--- src/rtl/fruit_motion.sv ---
// Fruit sprite motion for a slicing game: timed launch, ballistic flight with
// wall bounce, slice/miss scoring. All motion advances on frames of the VGA vertical sync.
module fruit_motion #(
    parameter logic [7:0] SLICE_KEY    = 8'h2C,
    parameter int         FRUIT_SIZE   = 16,
    parameter int         V0           = 12,
    parameter int         GRAVITY      = 1,
    parameter int         SPAWN_FRAMES = 30,
    parameter int         SPLAT_FRAMES = 8
) (
    input  logic       Clk,
    input  logic       Reset_n,
    input  logic       frame_clk,
    input  logic       run,
    input  logic [7:0] keycode,
    output logic [9:0] FruitX,
    output logic [9:0] FruitY,
    output logic [9:0] FruitS,
    output logic       fruit_active,
    output logic       fruit_sliced,
    output logic       hit,
    output logic       miss,
    output logic [7:0] score
);

    typedef enum logic [1:0] {IDLE, WAIT, FLY, SPLAT} state_t;

    localparam int CNT_MAX = (SPAWN_FRAMES > SPLAT_FRAMES) ? SPAWN_FRAMES : SPLAT_FRAMES;
    localparam int CNT_W   = $clog2(CNT_MAX + 1);

    localparam logic [CNT_W-1:0]   SPAWN_LAST = CNT_W'(SPAWN_FRAMES - 1);
    localparam logic [CNT_W-1:0]   SPLAT_LAST = CNT_W'(SPLAT_FRAMES - 1);
    localparam logic signed [10:0] Y_FLOOR    = 11'(480 - FRUIT_SIZE);
    localparam logic signed [10:0] X_MAX      = 11'(640 - FRUIT_SIZE);
    localparam logic signed [10:0] VY_LAUNCH  = 11'(-V0);
    localparam logic signed [10:0] GRAV       = 11'(GRAVITY);

    state_t state, next_state;

    logic             frame_sync1, frame_sync2, frame_prev, frame_tick;
    logic [7:0]       key_q, key_prev;
    logic             slice_evt;
    logic [15:0]      lfsr;
    logic [CNT_W-1:0] frame_cnt;

    logic signed [10:0] x, y, vx, vy;
    logic signed [10:0] nx, ny, nvx, nvy;

    logic launch, fly_step, do_slice, do_miss, cnt_clr, cnt_inc;

    // Input conditioning: vsync crosses into Clk through two flops; a tick marks the
    // end of the active-low sync pulse. The key edge detector fires once per press.
    always_ff @(posedge Clk) begin
        if (!Reset_n) begin
            frame_sync1 <= 1'b0;
            frame_sync2 <= 1'b0;
            frame_prev  <= 1'b0;
            key_q       <= '0;
            key_prev    <= '0;
            lfsr        <= 16'hACE1;
        end else begin
            // NOTE: non-blocking assignments let every flop sample pre-edge values, so the
            // synchronizer chain and LFSR shift behave as real registers regardless of order.
            frame_sync1 <= frame_clk;
            frame_sync2 <= frame_sync1;
            frame_prev  <= frame_sync2;
            key_q       <= keycode;
            key_prev    <= key_q;
            lfsr        <= {lfsr[14:0], lfsr[15] ^ lfsr[13] ^ lfsr[12] ^ lfsr[10]};
        end
    end

    assign frame_tick = frame_sync2 & ~frame_prev;
    assign slice_evt  = (key_q == SLICE_KEY) && (key_prev != SLICE_KEY);

    always_ff @(posedge Clk) begin
        if (!Reset_n) state <= IDLE;
        else          state <= next_state;
    end

    always_comb begin
        // NOTE: every output of this block is given a default first so that no path
        // through the case statement leaves a signal unassigned and infers a latch.
        next_state = state;
        launch     = 1'b0;
        fly_step   = 1'b0;
        do_slice   = 1'b0;
        do_miss    = 1'b0;
        cnt_clr    = 1'b0;
        cnt_inc    = 1'b0;

        nx  = x + vx;
        ny  = y + vy;
        nvx = vx;
        nvy = vy + GRAV;
        if (nx < 11'sd0) begin
            nx  = '0;
            nvx = -vx;
        end else if (nx > X_MAX) begin
            nx  = X_MAX;
            nvx = -vx;
        end

        case (state)
            IDLE: begin
                if (run) next_state = WAIT;
            end
            WAIT: begin
                if (frame_tick) begin
                    if (frame_cnt == SPAWN_LAST) begin
                        launch     = 1'b1;
                        cnt_clr    = 1'b1;
                        next_state = FLY;
                    end else begin
                        cnt_inc = 1'b1;
                    end
                end
            end
            FLY: begin
                // A slice freezes the fruit where it is, even on a frame that would miss.
                if (slice_evt) begin
                    do_slice   = 1'b1;
                    cnt_clr    = 1'b1;
                    next_state = SPLAT;
                end else if (frame_tick) begin
                    fly_step = 1'b1;
                    if ((ny > Y_FLOOR) && (vy > 11'sd0)) begin
                        do_miss    = 1'b1;
                        cnt_clr    = 1'b1;
                        next_state = WAIT;
                    end
                end
            end
            SPLAT: begin
                if (frame_tick) begin
                    if (frame_cnt == SPLAT_LAST) begin
                        cnt_clr    = 1'b1;
                        next_state = WAIT;
                    end else begin
                        cnt_inc = 1'b1;
                    end
                end
            end
            default: next_state = IDLE;
        endcase

        if (!run) begin
            next_state = IDLE;
            launch     = 1'b0;
            fly_step   = 1'b0;
            do_slice   = 1'b0;
            do_miss    = 1'b0;
            cnt_inc    = 1'b0;
            cnt_clr    = 1'b1;
        end
    end

    always_ff @(posedge Clk) begin
        if (!Reset_n) begin
            frame_cnt <= '0;
            x         <= '0;
            y         <= '0;
            vx        <= '0;
            vy        <= '0;
            score     <= '0;
            hit       <= 1'b0;
            miss      <= 1'b0;
        end else begin
            hit  <= do_slice;
            miss <= do_miss;

            if (cnt_clr)      frame_cnt <= '0;
            else if (cnt_inc) frame_cnt <= frame_cnt + CNT_W'(1);

            if (do_slice && (score != 8'hFF)) score <= score + 8'd1;

            // lfsr[8:0] never exceeds 511, so the 576-wide launch band needs no wrap.
            if (launch) begin
                x  <= {2'b00, lfsr[8:0]} + 11'd32;
                y  <= Y_FLOOR;
                vy <= VY_LAUNCH;
                vx <= $signed({9'b0, lfsr[1:0]}) - 11'sd2;
            end else if (fly_step) begin
                x  <= nx;
                y  <= ny;
                vx <= nvx;
                vy <= nvy;
            end
        end
    end

    assign FruitX       = x[9:0];
    assign FruitY       = y[9:0];
    assign FruitS       = 10'(FRUIT_SIZE);
    assign fruit_active = (state == FLY);
    assign fruit_sliced = (state == SPLAT);

endmodule

--- config.mk ---
export PLATFORM = sky130hd
export DESIGN_NAME = fruit_motion
export DESIGN_NICKNAME = d
export VERILOG_FILES = /design/src/rtl/fruit_motion.sv
export SDC_FILE = /design/constraint.sdc
export NUM_CORES = 1
export LEC_CHECK = 0
export BUFFER_PORTS_ARGS = -buffer_cell sky130_fd_sc_hd__buf_2
export CORE_MARGIN = 5
export CORE_UTILIZATION = 50
export DETAILED_ROUTE_END_ITERATION = 12
export PLACE_DENSITY = 0.69
export SETUP_SLACK_MARGIN = 0.15
export SYNTH_ARGS = -nofsm -noshare
export SYNTH_HDL_FRONTEND = slang
export SYNTH_SLANG_ARGS = --single-unit
export TNS_END_PERCENT = 5
--- constraint.sdc ---
create_clock -name Clk -period 3.5 [get_ports Clk]
set_clock_uncertainty 0.15 [all_clocks]
set_input_delay 1.05 -clock Clk [delete_from_list [all_inputs] [get_ports Clk]]
set_output_delay 1.05 -clock Clk [all_outputs]
set_load 0.005 [all_outputs]
==> flow_metrics.tcl, run 1 <==
set metrics [dict create \
    status "finished clean" \
    cts_tree "yes" \
    ys_warn_count 0 \
    grtUsageTotal_pct 17.63 \
    final_common_cell "dfxtp_1" \
    chipHeight_microns 112.3 \
    drv_slew 0 \
    grt_pass1_vias 3963 \
    gp_congestion 0.8842 \
    final.min_clock_period_ns 3.239 \
    synth_cell_types 79 \
    cts_max_path_buffers 2 \
    clock-sinks 95 \
    ys_seq_elements 95 \
    slew-limit-headroom_pct 53.13 \
    async_flop_share_pct 0 \
    dpl_worst_slack_ns 0.1601 \
    fmax_ghz 0.3087 \
    fin_cells 773 \
    drtIter0Drc 236 \
    die_area_sq_mm 0.01260 \
    core-area_sq_mm 0.01028 \
    hold_ws_ns 0.2672 \
    insertion_delay_ns 0.37 \
    grt_max_degree 32 \
    p_leak_nw 2.424 \
    vias_per_cell 5.545 \
    wl_per_cell_microns 14.68 \
    hold_class "register to register" \
    timing.final.hold_violations 0 \
    n_antenna_cell 0 \
    clk_transition_reported_paths_ns 0.11 \
    synth.cell_area_sq_mm 0.005228 \
    cp_data_required_time_ns 3.61 \
    synth-main-ff-cell "dfxtp_1" \
    start_util_pct 50.86 \
    grt_pass1_wl_microns 18410 \
    numCtsBuffers 9 \
    cellPowerDensity_mw_per_mm2 329.9 \
    first_pass_iters 7 \
    routed_wl_microns 11350 \
    synth_enable_flop_cells 0 \
    layout_common_cells "dfxtp_1 (95), nand2_1 (59), buf_2 (43)" \
    drv_cap 0 \
    timing.final.crit_share_pct 92.55 \
    io_pins 54 \
    fill_cells 980 \
    dieWidth_microns 112.3 \
    vias 4286 \
    tns_ns 0 \
    grt.overflow.total 0 \
    dpl.cell_count 754 \
    cts_root_buf "clkbuf_8" \
    cp-start-kind "register" \
    postSynthAreaPerCell_sq_um 8.742 \
    crit_arrival_ns 3.35 \
    crit_type "register to register" \
    rows 37 \
    peakVddDrop_mv 0.2250 \
    setup_ws_ns 0.2606 \
    netlist.area_leader.share_pct 36.38 \
    rsz0062_at_grt "true" \
    place.port_buffers 43 \
    antenna_found_initial 0 \
    finalSetupViolCount 0 \
    drc 0 \
    synth.area.top_cells "dfxtp_1 (36%), ha_1 (7.7%), nand2_1 (4.2%)" \
    syn-instance-count 598 \
    crit_path_end_kind "register" \
    final_nets 678 \
    htreeDepth 3 \
    place.detailed.hpwl_microns 8518 \
    ys_seq_area_share_pct 36.38 \
    area_growth_pct 8.712 \
    critPathMaxFanout 12 \
    tightest_slew_ns 0.7031 \
    postLayoutCoreUtil_pct 55.30 \
    yosysTopAreaCell "dfxtp_1" \
    layout-drive-gt1-share_pct 13.97 \
    final_antenna_net_count 0 \
]
[report_power, final]
| group | internal (mW) | switching, mW | total (mW) |
|---|---|---|---|
| Clock | 0.269 | 0.414 | 0.682 |
| Combinational | 0.0327 | 0.0413 | 0.0740 |
| Sequential | 1.10 | 0.0134 | 1.12 |
[area by class of cell]
type	instances	area [sq um]	area share [%]
well taps	136	170.2	2.994
multi-input cells	449	3048	53.63
clock buffers	9	123.9	2.180
flip-flops and latches	95	1902	33.47
inverters	23	86.33	1.519
clock inverters	7	55.05	0.9687
repair buffers	54	297.8	5.240
[flip-flops by register name, indices dropped and copies added (netlist names)]
name / cells
frame_sync1: 1
key_q: 8
state: 2
x: 10
hit: 1
lfsr: 16
key_prev: 8
vx: 11
score: 8
vy: 11
frame_prev: 1
y: 11
miss: 1
frame_cnt: 5
frame_sync2: 1
[metrics by stage]
step / instance area, sq um / power [mW]
floorplan: 5258 / 1.202
global placement: 5469 / 1.215
finish: 5683 / 1.875
global route: 5683 / 1.944
CTS: 5659 / 1.902
detailed placement: 5469 / 1.217
[logic make-up after synthesis]
kind of cell	count (synthesis)	share of synthesized area [%]
simple gates	237	24.25
flops	95	36.38
other cells	2	0.1437
buf+inv	62	6.127
xor+xnor	33	5.529
mux	2	0.3830
fa+ha+maj	34	8.425
compound gates	133	18.77
[critical path, cell delays in order (launching register included)]
cell and delay [ns]:
dfxtp_1 0.34, ha_1 0.23, fa_1 0.42, a21oi_2 0.24
o21ai_0 0.16, o31a_1 0.35, xnor2_1 0.18, o31ai_2 0.34
o21ai_4 0.17, o21a_2 0.29, a32o_1 0.23
[path summary, 6_finish.rpt]
check | from | endpoint | slack, ns | cells after the start
max | x[0] | vx[9] | 0.26 | 10
min | lfsr[9] | lfsr[10] | 0.27 | 1
max reg2reg | x[0] | vx[9] | 0.26 | 10
min reg2reg | lfsr[9] | lfsr[10] | 0.27 | 1
[timing repair]
item / in CTS / in global routing
setup buffers: 0 / 3
gates resized for setup: 2 / 1
pin swaps: 0 / 2
hold buffers: 0 / 0
endpoints found under the setup margin: 9 / 9
[synth_stat cells (11+ instances only)]
cell type,n
nand2b_1,18
clkbuf_1,11
inv_1,23
nor2_1,41
xor2_1,16
buf_4,22
ha_1,32
nor3_1,11
and2_1,35
o21ai_0,23
a21oi_1,31
dfxtp_1,95
nand2_1,59
xnor2_1,17
[layer usage]
layer	routed length, microns	global-route usage, %	up-vias
met5	0	0	-
met4	265	7.372	0
met3	619	3.720	22
met2	5235	28.65	106
met1	5226	22.76	1992
li1	-	-	2166
Power figures use the tool's default switching activity.
==> run 2: changes to the inputs <==
- GPL_TIMING_DRIVEN: unset -> 0
- SKIP_LAST_GASP: unset -> 1
==> flow_metrics.tcl, run 2 (same netlist as run 1, synthesis figures left out) <==
set metrics [dict create \
    status "finished clean" \
    cts_tree "yes" \
    drc 0 \
    cp_data_required_time_ns 3.58 \
    top_register "lfsr" \
    final_nets 705 \
    postLayoutCoreUtil_pct 56.92 \
    rsz0062_at_grt "false" \
    critPathMaxFanout 5 \
    met3_length_microns 647 \
    core-area_sq_mm 0.01028 \
    grt_pass1_vias 4266 \
    tns_ns 0 \
    final.min_clock_period_ns 3.144 \
    reg2reg_to "frame_cnt[1]" \
    final_common_cell "dfxtp_1" \
    r2r_setup_slack_ns 0.36 \
    cts_hold_buf 0 \
    timing.final.hold_violations 0 \
    crit_start "vy[0]" \
    cp_slowest_cell "o41a_1" \
    dieWidth_microns 112.3 \
    clock-sinks 95 \
    clk_transition_reported_paths_ns 0.10 \
    grt.overflow.total 0 \
    reg2reg_depth 10 \
    cts_resized 0 \
    p_leak_nw 2.531 \
    place.detailed.hpwl_microns 9132 \
    cts_setup_buffers 0 \
    htreeDepth 3 \
    endpoint "frame_cnt[1]" \
    holdPathStages 1 \
    drtIter0Drc 246 \
    wl_per_cell_microns 14.88 \
    max_stage_delay_ns 0.48 \
    gp_congestion 0.8670 \
    routed.top_layer "met4" \
    timing.final.crit_share_pct 89.84 \
    crit_path_end_kind "register" \
    crit_arrival_ns 3.23 \
    hold_class "register to register" \
    rows 37 \
    peakVddDrop_mv 0.2394 \
    start_util_pct 50.86 \
    cp-start-kind "register" \
    finalSetupViolCount 0 \
    antenna_found_initial 0 \
    layout_common_cells "dfxtp_1 (94), nand2_1 (59), buf_2 (46)" \
    layout-drive-gt1-share_pct 15.36 \
    drv_cap 0 \
    numCtsBuffers 9 \
    area_growth_pct 11.90 \
    routed_wl_microns 11900 \
    drv_slew 0 \
    io_pins 54 \
    vias 4451 \
    hp-start "lfsr[14]" \
    grtUsageTotal_pct 19.04 \
    tightest_slew_ns 0.6168 \
    final_antenna_net_count 0 \
    largest_reg_flops 16 \
    place.port_buffers 42 \
    cts_root_buf "clkbuf_8" \
    fmax_ghz 0.3180 \
    die_area_sq_mm 0.01260 \
    grt_max_degree 17 \
    vias_per_cell 5.564 \
    wl_met1_microns 5503 \
    cts_max_path_buffers 2 \
    grt_pass1_wl_microns 19930 \
    first_pass_iters 5 \
    crit_chain "ha_1 -> inv_1 -> fa_1 -> nand2b_1 -> a21o_2 -> o311a_1 -> o41a_1 -> o21ai_1 -> o211a_1 -> a211oi_1" \
    cellPowerDensity_mw_per_mm2 334.6 \
    crit_type "register to register" \
    chipHeight_microns 112.3 \
    wl_met2_microns 5604 \
    slew-limit-headroom_pct 58.78 \
    n_antenna_cell 0 \
    insertion_delay_ns 0.37 \
    rr_startpoint "vy[0]" \
]
-- run 2: cell types whose count changed in the layout (fill, tap and decap cells not counted), sizes merged --
cell and change:
bufinv +1, inv -2, clkinvlp -1, clkbuf +13, buf +16
-- run 2: report_power, final --
part	switching (mW)	total (mW)	internal (mW)
Clock	0.396	0.754	0.358
Combinational	0.0456	0.0855	0.0399
Sequential	0.0128	1.12	1.10
Total	0.454	1.96	1.50
-- run 2: critical path, delay by kind of cell, from the launching register on --
| family | cells | cell delay, ns |
|---|---|---|
| buf+inv | 1 | 0.06 |
| fa+ha+maj | 2 | 0.62 |
| flops | 1 | 0.45 |
| simple gates | 1 | 0.18 |
| compound gates | 6 | 1.54 |
-- run 2: area by class of cell --
cell class              instances  area [sq um]
flip-flops and latches         95          1903
plain buffers                  39         234.0
inverters                      23         86.33
fillers                       982          4428
repair buffers                 42         210.2
clock buffers                  11         141.4
multi-input cells             449          3039
well taps                     136         170.2
clock inverters                 5         65.06
-- run 2: worst min path at each step --
stage,endpoint,slack [ns]
detailed placement,lfsr[15],0.25
global placement,lfsr[15],0.24
finish,lfsr[15],0.26
floorplan,lfsr[10],0.24
CTS,lfsr[15],0.27
global route,lfsr[10],0.27
-- run 2: through the flow --
| stage | instance area (sq um) | worst slack, ns | cells | hold WS (ns) | power (mW) |
|---|---|---|---|---|---|
| finish | 5849 | 0.3556 | 800 | 0.2613 | 1.957 |
| global route | 5849 | 0.1850 | 800 | 0.2743 | 2.026 |
| CTS | 5844 | 0.1815 | 800 | 0.2666 | 1.970 |
| detailed placement | 5638 | 0.2075 | 784 | 0.2451 | 1.228 |
| global placement | 5638 | 0.2468 | 784 | 0.2387 | 1.225 |
| floorplan | 5258 | 0.5784 | 606 | 0.2363 | 1.202 |
-- run 2: per-layer routing --
layer	track usage, %	vias to the layer above
li1	-	2232
met1	25.17	2094
met2	31.62	113
met3	3.073	12
met4	6.571	0
met5	0	-
